==> config.mk <==
export PLATFORM = sky130hd
export DESIGN_NAME = conv_pool_sched
export DESIGN_NICKNAME = d
export VERILOG_FILES = /design/src/rtl/conv_pool_sched.sv
export SDC_FILE = /design/constraint.sdc
export NUM_CORES = 1
export LEC_CHECK = 0
export BUFFER_PORTS_ARGS = -buffer_cell sky130_fd_sc_hd__buf_2
export CORE_ASPECT_RATIO = 0.6
export CORE_MARGIN = 5
export CORE_UTILIZATION = 35
export CTS_BUF_LIST = sky130_fd_sc_hd__clkbuf_8
export CTS_CLUSTER_SIZE = 8
export DETAILED_ROUTE_END_ITERATION = 10
export GPL_TIMING_DRIVEN = 0
export SLEW_MARGIN = 20
export SYNTH_ARGS = -nofsm -noshare
export SYNTH_HDL_FRONTEND = slang
export SYNTH_SLANG_ARGS = --single-unit
==> constraint.sdc <==
create_clock -name clk -period 3.66 [get_ports clk]
set_clock_uncertainty 0.2 [all_clocks]
set_input_delay 0.366 -clock clk [delete_from_list [all_inputs] [get_ports clk]]
set_output_delay 0.366 -clock clk [all_outputs]
set_load 0.05 [all_outputs]
==> src/rtl/conv_pool_sched.sv <==
// conv_pool_sched: counted FSM that walks every 2x2 window of a conv (stride 1) or pool (stride 2) pass.
// Latency: RD0 one cycle after start; 7+OP_LAT cycles per window; done one cycle after the last write.
// Backpressure: none; the memory and datapath are assumed always ready. start/mode are ignored unless IDLE.
// Ports: clk/rst (sync, active-low) | start, mode -> busy, done handshake |
//        read, write, addr -> pixel memory | load, conv_en, pool_en, c_p -> datapath | row, col -> position.
// Limits: ADDR_W <= 16 is not required (address math is done at ADDR_W); OP_LAT must be 1..256.
module conv_pool_sched #(
  parameter int IMG_W    = 8,
  parameter int IMG_H    = 8,
  parameter int ADDR_W   = 8,
  parameter int OUT_BASE = 64,
  parameter int OP_LAT   = 1
) (
  input  logic              clk,
  input  logic              rst,
  input  logic              start,
  input  logic              mode,
  output logic              busy,
  output logic              done,
  output logic              read,
  output logic              write,
  output logic [ADDR_W-1:0] addr,
  output logic [3:0]        load,
  output logic              conv_en,
  output logic              pool_en,
  output logic              c_p,
  output logic [3:0]        row,
  output logic [3:0]        col
);

  typedef enum logic [3:0] {
    S_IDLE, S_RD0, S_RD1, S_RD2, S_RD3, S_LD, S_EXEC, S_WAIT, S_WR, S_DONE
  } state_t;

  localparam logic [3:0] CONV_W   = 4'(IMG_W - 1);
  localparam logic [3:0] CONV_H   = 4'(IMG_H - 1);
  localparam logic [3:0] POOL_W   = 4'(IMG_W / 2);
  localparam logic [3:0] POOL_H   = 4'(IMG_H / 2);
  localparam logic [7:0] LAT_LAST = 8'(OP_LAT - 1);

  state_t            state, state_nxt;
  logic              mode_q;
  logic [7:0]        out_idx;
  logic [7:0]        wait_cnt;
  logic [3:0]        out_w, out_h;
  logic              last_col, last_win, wait_done;
  logic [ADDR_W-1:0] r_org, c_org, base, wr_addr;

  assign out_w     = mode_q ? POOL_W : CONV_W;
  assign out_h     = mode_q ? POOL_H : CONV_H;
  assign last_col  = (col == out_w - 4'd1);
  assign last_win  = last_col && (row == out_h - 4'd1);
  assign wait_done = (wait_cnt == LAT_LAST);

  // Pool windows start at even coordinates; arithmetic wraps at ADDR_W bits on purpose.
  assign r_org   = mode_q ? ADDR_W'({row, 1'b0}) : ADDR_W'(row);
  assign c_org   = mode_q ? ADDR_W'({col, 1'b0}) : ADDR_W'(col);
  assign base    = r_org * ADDR_W'(IMG_W) + c_org;
  assign wr_addr = ADDR_W'(OUT_BASE) + ADDR_W'(out_idx);

  always_comb begin
    state_nxt = state;
    case (state)
      S_IDLE: if (start) state_nxt = S_RD0;
      S_RD0:  state_nxt = S_RD1;
      S_RD1:  state_nxt = S_RD2;
      S_RD2:  state_nxt = S_RD3;
      S_RD3:  state_nxt = S_LD;
      S_LD:   state_nxt = S_EXEC;
      S_EXEC: state_nxt = S_WAIT;
      S_WAIT: if (wait_done) state_nxt = S_WR;
      S_WR:   state_nxt = last_win ? S_DONE : S_RD0;
      S_DONE: state_nxt = S_IDLE;
      default: state_nxt = S_IDLE;
    endcase
  end

  always_ff @(posedge clk) begin
    if (!rst) begin
      state    <= S_IDLE;
      mode_q   <= 1'b0;
      row      <= 4'd0;
      col      <= 4'd0;
      out_idx  <= 8'd0;
      wait_cnt <= 8'd0;
    end else begin
      state <= state_nxt;
      case (state)
        S_IDLE: if (start) begin
          mode_q  <= mode;
          row     <= 4'd0;
          col     <= 4'd0;
          out_idx <= 8'd0;
        end
        S_EXEC: wait_cnt <= 8'd0;
        S_WAIT: wait_cnt <= wait_cnt + 8'd1;
        S_WR: begin
          out_idx <= out_idx + 8'd1;
          if (last_col) begin
            col <= 4'd0;
            row <= row + 4'd1;
          end else begin
            col <= col + 4'd1;
          end
        end
        default: ;
      endcase
    end
  end

  // Outputs decode the registered state only. Each load strobe lags its read by
  // one cycle because memory data lands on din the cycle after read.
  always_comb begin
    busy    = 1'b0;
    done    = 1'b0;
    read    = 1'b0;
    write   = 1'b0;
    addr    = '0;
    load    = 4'b0000;
    conv_en = 1'b0;
    pool_en = 1'b0;
    c_p     = 1'b0;
    case (state)
      S_RD0: begin busy = 1'b1; read = 1'b1; addr = base; end
      S_RD1: begin busy = 1'b1; read = 1'b1; addr = base + ADDR_W'(1); load = 4'b1000; end
      S_RD2: begin busy = 1'b1; read = 1'b1; addr = base + ADDR_W'(IMG_W); load = 4'b0100; end
      S_RD3: begin busy = 1'b1; read = 1'b1; addr = base + ADDR_W'(IMG_W + 1); load = 4'b0010; end
      S_LD:   begin busy = 1'b1; load = 4'b0001; end
      S_EXEC: begin busy = 1'b1; conv_en = ~mode_q; pool_en = mode_q; end
      S_WAIT: busy = 1'b1;
      S_WR:   begin busy = 1'b1; write = 1'b1; addr = wr_addr; c_p = mode_q; end
      S_DONE: done = 1'b1;
      default: ;
    endcase
  end

endmodule

==> flow_summary.toml, run 1 <==
[outcome]
outcome = "completed"

[route]
antenna_left = 0
drt_pass1_iterations = 4
detail_route.wl_per_cell_um = 15.9
drtIter0Drc = 218
vias = 2177
viasPerCell = 5.34
routed_wirelength_um = 6500
drc = 0

[timing]
timing.hold.ws_ns = 0.170
fin_crit_sh_pct = 96.5
fin_ws_ns = 0.130
finalMaxSlewViolations = 0
period_minus_slack_ns = 3.53
fmax_mhz = 283
tightest_slew_ns = 0.638
slew_headroom_pct = 57.2
finalSetupViolCount = 0
finalHoldViolations = 0

[final_layout]
syn2layout_area_growth_pct = 21.9
diodes = 0
nets = 340
drive_gt1_share_pct = 19.4
fin_cells = 408

[synthesis]
synth_top_family_by_area = "simple AND/OR/NAND/NOR gates"
synthArstFlopShare_pct = 0
synth_top_area_cell = "dfxtp_1"
seq_area_frac_synth_pct = 26.6
synth-warning-count = 0
synth_area_leaders = "dfxtp_1, ha_1, nor2_1"
synth_flop_cell = "dfxtp_1"
netlist_area_sq_um = 2180
synthSimpleGateAreaFrac_pct = 29.9
synth.avg_cell_area_sq_um = 7.83
synth.top_cell.area_share_pct = 26.6
synthAdderAreaFrac_pct = 7.79
synth-seq-cells = 29
synth_mux_area_share_pct = 4.76
synth_edf_count = 0
syn_nets = 296
synth_compound_area_share_pct = 18.8
syn_inst = 279
yosysUniqueCellTypes = 48
yosys.area_share.xor_xnor_pct = 8.02

[cts]
cts_hold_buf = 0
cts_sinks = 29
cts_tree = "done"
root_buffer = "clkbuf_8"
cts_buffers = 5
h-tree-depth = 2
clk_latency_ns = 0.29
clk_path_buf_depth = 2
clk_pin_slew_ns = 0.07

[pwr]
p_comb_share_pct = 12.4
switching_share_pct = 26.4
seq_power_share_pct = 41.7
clockPowerShare_pct = 45.9
powerDensity_nw_per_um2 = 291
leakage_nw = 1.11
vdd_drop_max_v = 0.000145
p_int_mw = 0.570
p_sw_mw = 0.205

[global_routing]
grt_usage_pct = 16.7
grt_pass1_vias = 2029
grt_overflow_total = 0
grt_pass1_wl_um = 10700
grt_max_degree = 16
antenna_found_initial = 0

[placement]
dp_cells = 393
io_buffers = 30
dp_hpwl_um = 4940
pre_cts_ws_ns = -0.0331
place.gp.congestion = 0.895

[critical_path]
crit_arrival_ns = 2.96
critical_path_class = "reg -> out"
required_ns = 3.09
critPathCaptureType = "output port"
ff2ff_setup_slack_ns = 1.45
startpoint_type = "flip-flop"
crit_fanout = 10

[floorplanning]
placementRows = 22
die_area_sq_um = 7970
fp.dieW_um = 112
io_pins = 31
die_y_um = 71.2
initial_core_util_pct = 35.9
design.core.area_sq_um = 6080

[flow_run]
max-cap-violations = 0

[worst_hold_path]
min_path_type = "in -> reg"
-- cells in the final DEF (no fill, tap or decap), drive strengths merged, types with 6 or more instances in the layout --
cell type  Yosys  routed
and3           7       7
mux2i          7       7
a21boi         7       7
nand3         13      13
nor3          11      11
nand4          6       6
inv            8       8
nor2b          9       9
xor2           9       9
buf            5      42
ha            12      12
clkbuf         9      15
o21ai         18      18
a21oi         11      11
nor2          31      31
xnor2         11      11
nand2         21      21
dfxtp         29      29
-- logic make-up (layout without fill, tap and decap cells) --
logic type / after synthesis / after routing
AOI/OAI and AO/OA: 62 / 62
xor gates and xnor gates: 20 / 20
adders and majority gates: 13 / 13
buffers and inverters: 22 / 67
DFF: 29 / 29
muxes: 10 / 10
and+or+nand+nor: 123 / 123
-- power groups by stage --
stage	clock network [mW]	registers, mW	logic, mW
after floorplan	0	0.327	0.0672
after global placement	0	0.328	0.0911
after detailed placement	0	0.328	0.0912
after CTS	0.360	0.321	0.0911
after global routing	0.382	0.324	0.104
final	0.356	0.323	0.0959
-- final timing paths --
check,from,end,cells after the start
worst max register to register,state[1],wait_cnt[4],4
worst min-delay path,rst,state[3],3
worst max-delay path,mode_q,addr[7],10
worst min register to register,wait_cnt[1],wait_cnt[1],2
-- cells in the mapped netlist, types with 2 or more instances --
library cell	instances
and3b_1	2
clkbuf_1	9
or3_1	3
nor3b_1	3
o21ai_0	18
nand2b_1	3
nor2_1	31
o21bai_1	2
a21boi_0	7
nor2b_1	9
a21o_1	2
a22oi_1	4
and2_1	3
nand3_1	13
mux2_2	3
a21oi_1	11
ha_1	12
nand4_1	6
nand2_1	21
dfxtp_1	29
buf_2	3
inv_1	8
mux2i_1	7
nand3b_1	4
o21a_1	4
xor2_1	9
o211ai_1	4
nor3_1	10
a32oi_1	4
and3_1	7
xnor2_1	11
-- sequential cells by signal (all words and copies together) (netlist names) --
name      flops
mode_q        1
col           4
row           4
state         4
out_idx       8
wait_cnt      8
-- through the flow --
step	instance area (sq um)	power (mW)	TNS [ns]	utilization, %
after floorplan	2190	0.394	0	-
after global placement	2440	0.419	0	40.2
after detailed placement	2440	0.419	-0.0331	40.2
after CTS	2570	0.772	0	42.2
after global routing	2660	0.810	-0.0198	43.7
final	2660	0.775	0	43.7
-- layer usage --
| metal | vias up | global-route usage (%) | routed length [um] |
|---|---|---|---|
| met5 | - | 0 | 0 |
| met4 | 0 | 2.53 | 29 |
| met3 | 4 | 5.81 | 553 |
| met2 | 76 | 22.6 | 2430 |
| met1 | 1007 | 25.4 | 3480 |
| li1 | 1090 | - | - |
-- worst max-delay path: stages, from the launching register on --
cell and delay [ns]:
dfxtp_2 0.34, buf_8 0.12, mux2_2 0.36, ha_4 0.17, fa_2 0.59, nand4_1 0.13
a2bb2oi_2 0.18, a211oi_2 0.27, mux2i_1 0.22, o211ai_1 0.10, buf_4 0.20
-- final cells by class --
cell class,count,area [sq um]
Buffer,12,60.1
Clock buffer,6,82.6
Clock inverter,2,37.5
Fill cell,609,3420
Inverter,8,30.0
Multi-Input combinational cell,228,1540
Sequential cell,29,582
Tap cell,84,105
Timing Repair Buffer,39,220
-- repair_timing --
action	CTS	global route
gates resized for setup	3	8
setup endpoints to repair	3	4
pin swaps	0	2
setup buffers	0	9
Note: power is estimated with default switching activity, not from simulation.
==> inputs of run 2 (changes only) <==
PLACE_DENSITY = 0.63   (was unset)
==> flow_summary.toml, run 2 (synthesis gave the netlist of run 1 again) <==
[outcome]
outcome = "completed"

[timing]
period_minus_slack_ns = 3.56
finalHoldViolations = 0
fin_crit_sh_pct = 97.3
rsz0062_at_grt = "no"
finalMaxSlewViolations = 0
finalSetupViolCount = 0
fin_setup_tns_ns = 0
tightest_slew_ns = 0.616
slew_headroom_pct = 58.5
fmax_mhz = 281
fin_ws_ns = 0.0993

[final_layout]
syn2layout_area_growth_pct = 20.5
fin_cells = 408
drive_gt1_share_pct = 19.1
layout_common_cells = "nor2_1, buf_2, dfxtp_1"
multi_input_comb_area_sq_um = 1530
nets = 340
register_area_sq_um = 582
final_util_pct = 43.3
layout_commonest_cell = "nor2_1"
diodes = 0
top_regs = "out_idx (8), wait_cnt (8)"
fillers = 625

[floorplanning]
placementRows = 22
initial_core_util_pct = 35.9
fp.dieW_um = 112
die_area_sq_um = 7970
design.core.area_sq_um = 6080
die_y_um = 71.2
io_pins = 31

[worst_hold_path]
min_path_type = "in -> reg"

[pwr]
clockPowerShare_pct = 41.6
switching_share_pct = 28.0
p_comb_share_pct = 14.0
seq_power_share_pct = 44.5
p_sw_mw = 0.202
leakage_nw = 1.11
p_int_mw = 0.520
powerDensity_nw_per_um2 = 275
vdd_drop_max_v = 0.000118

[route]
detail_route.wl_per_cell_um = 15.8
viasPerCell = 5.43
antenna_left = 0
drtIter0Drc = 198
drt_pass1_iterations = 4
vias = 2215
drc = 0
routed_wirelength_um = 6440

[global_routing]
grt_pass1_wl_um = 10200
antenna_found_initial = 0
grt_max_degree = 16
grt_overflow_total = 0
grt_pass1_vias = 1959
grt_usage_pct = 16.2

[flow_run]
max-cap-violations = 0

[cts]
root_buffer = "clkbuf_8"
cts_sinks = 29
cts_buffers = 5
clk_latency_ns = 0.29
h-tree-depth = 2
clk_path_buf_depth = 2
clk_pin_slew_ns = 0.06
cts_tree = "done"

[placement]
io_buffers = 30
dp_cells = 393
pre_cts_ws_ns = -0.00507
dp_hpwl_um = 4940
place.gp.congestion = 0.926

[critical_path]
critical_path_class = "reg -> out"
critPathCaptureType = "output port"
required_ns = 3.09
startpoint_type = "flip-flop"
crit_fanout = 13
crit_arrival_ns = 2.99
[run 2: cell types whose count changed in the layout (fill, tap and decap cells not counted), sizes merged]
cell,change
buf,-1
bufinv,-1
clkbuf,+2
clkinv,+1
clkinvlp,-1
[run 2: repair_timing]
item	4_1_cts	5_1_grt
endpoints found under the setup margin	4	3
gates resized for setup	2	10
setup buffers	0	8
pin swaps	0	2
hold buffers	0	0
[run 2: metal layers]
layer	GRT usage [%]	up-vias	part of all wire (%)
li1	-	1092	-
met1	25.0	1041	52
met2	21.5	75	38
met3	4.62	7	9.0
met4	3.87	0	0.81
met5	0	-	0
[run 2: final cells by class]
cell class | count | share of cell area, %
Multi-Input combinational cell | 228 | 58.3
Inverter | 8 | 1.14
Clock inverter | 1 | 0.190
Tap cell | 84 | 3.99
Clock buffer | 7 | 3.66
Sequential cell | 29 | 22.1
Timing Repair Buffer | 38 | 8.18
Buffer | 13 | 2.43
[run 2: path summary, 6_finish.rpt]
kind         depth (start not counted)  slack, ns     endpoint         from
max                                 10        0.1      addr[7]       mode_q
min                                  3       0.16       mode_q         mode
max reg2reg                          7       1.49     state[3]       mode_q
min reg2reg                          2       0.30  wait_cnt[1]  wait_cnt[1]
[run 2: power groups by stage]
stage	clock, mW	combinational [mW]	sequential, mW
final	0.300	0.101	0.321
after global routing	0.325	0.108	0.321
after CTS	0.306	0.0914	0.321
after detailed placement	0	0.0921	0.328
after global placement	0	0.0923	0.328
after floorplan	0	0.0672	0.327
[run 2: through the flow]
| stage | power (mW) | hold WS, ns | instance area [sq um] |
|---|---|---|---|
| after global placement | 0.420 | 0.285 | 2440 |
| after CTS | 0.718 | 0.163 | 2550 |
| after floorplan | 0.394 | 0.267 | 2190 |
| after detailed placement | 0.420 | 0.296 | 2440 |
| after global routing | 0.754 | 0.167 | 2630 |
| final | 0.722 | 0.160 | 2630 |
[run 2: worst max-delay path: stages, from the launching register on]
cell and delay (ns):
dfxtp_2 0.33, buf_8 0.14, mux2_2 0.34, ha_2 0.20, fa_2 0.62, nand4_1 0.13
a2bb2oi_2 0.18, a211oi_2 0.24, mux2i_1 0.21, o211ai_1 0.10, buf_4 0.20
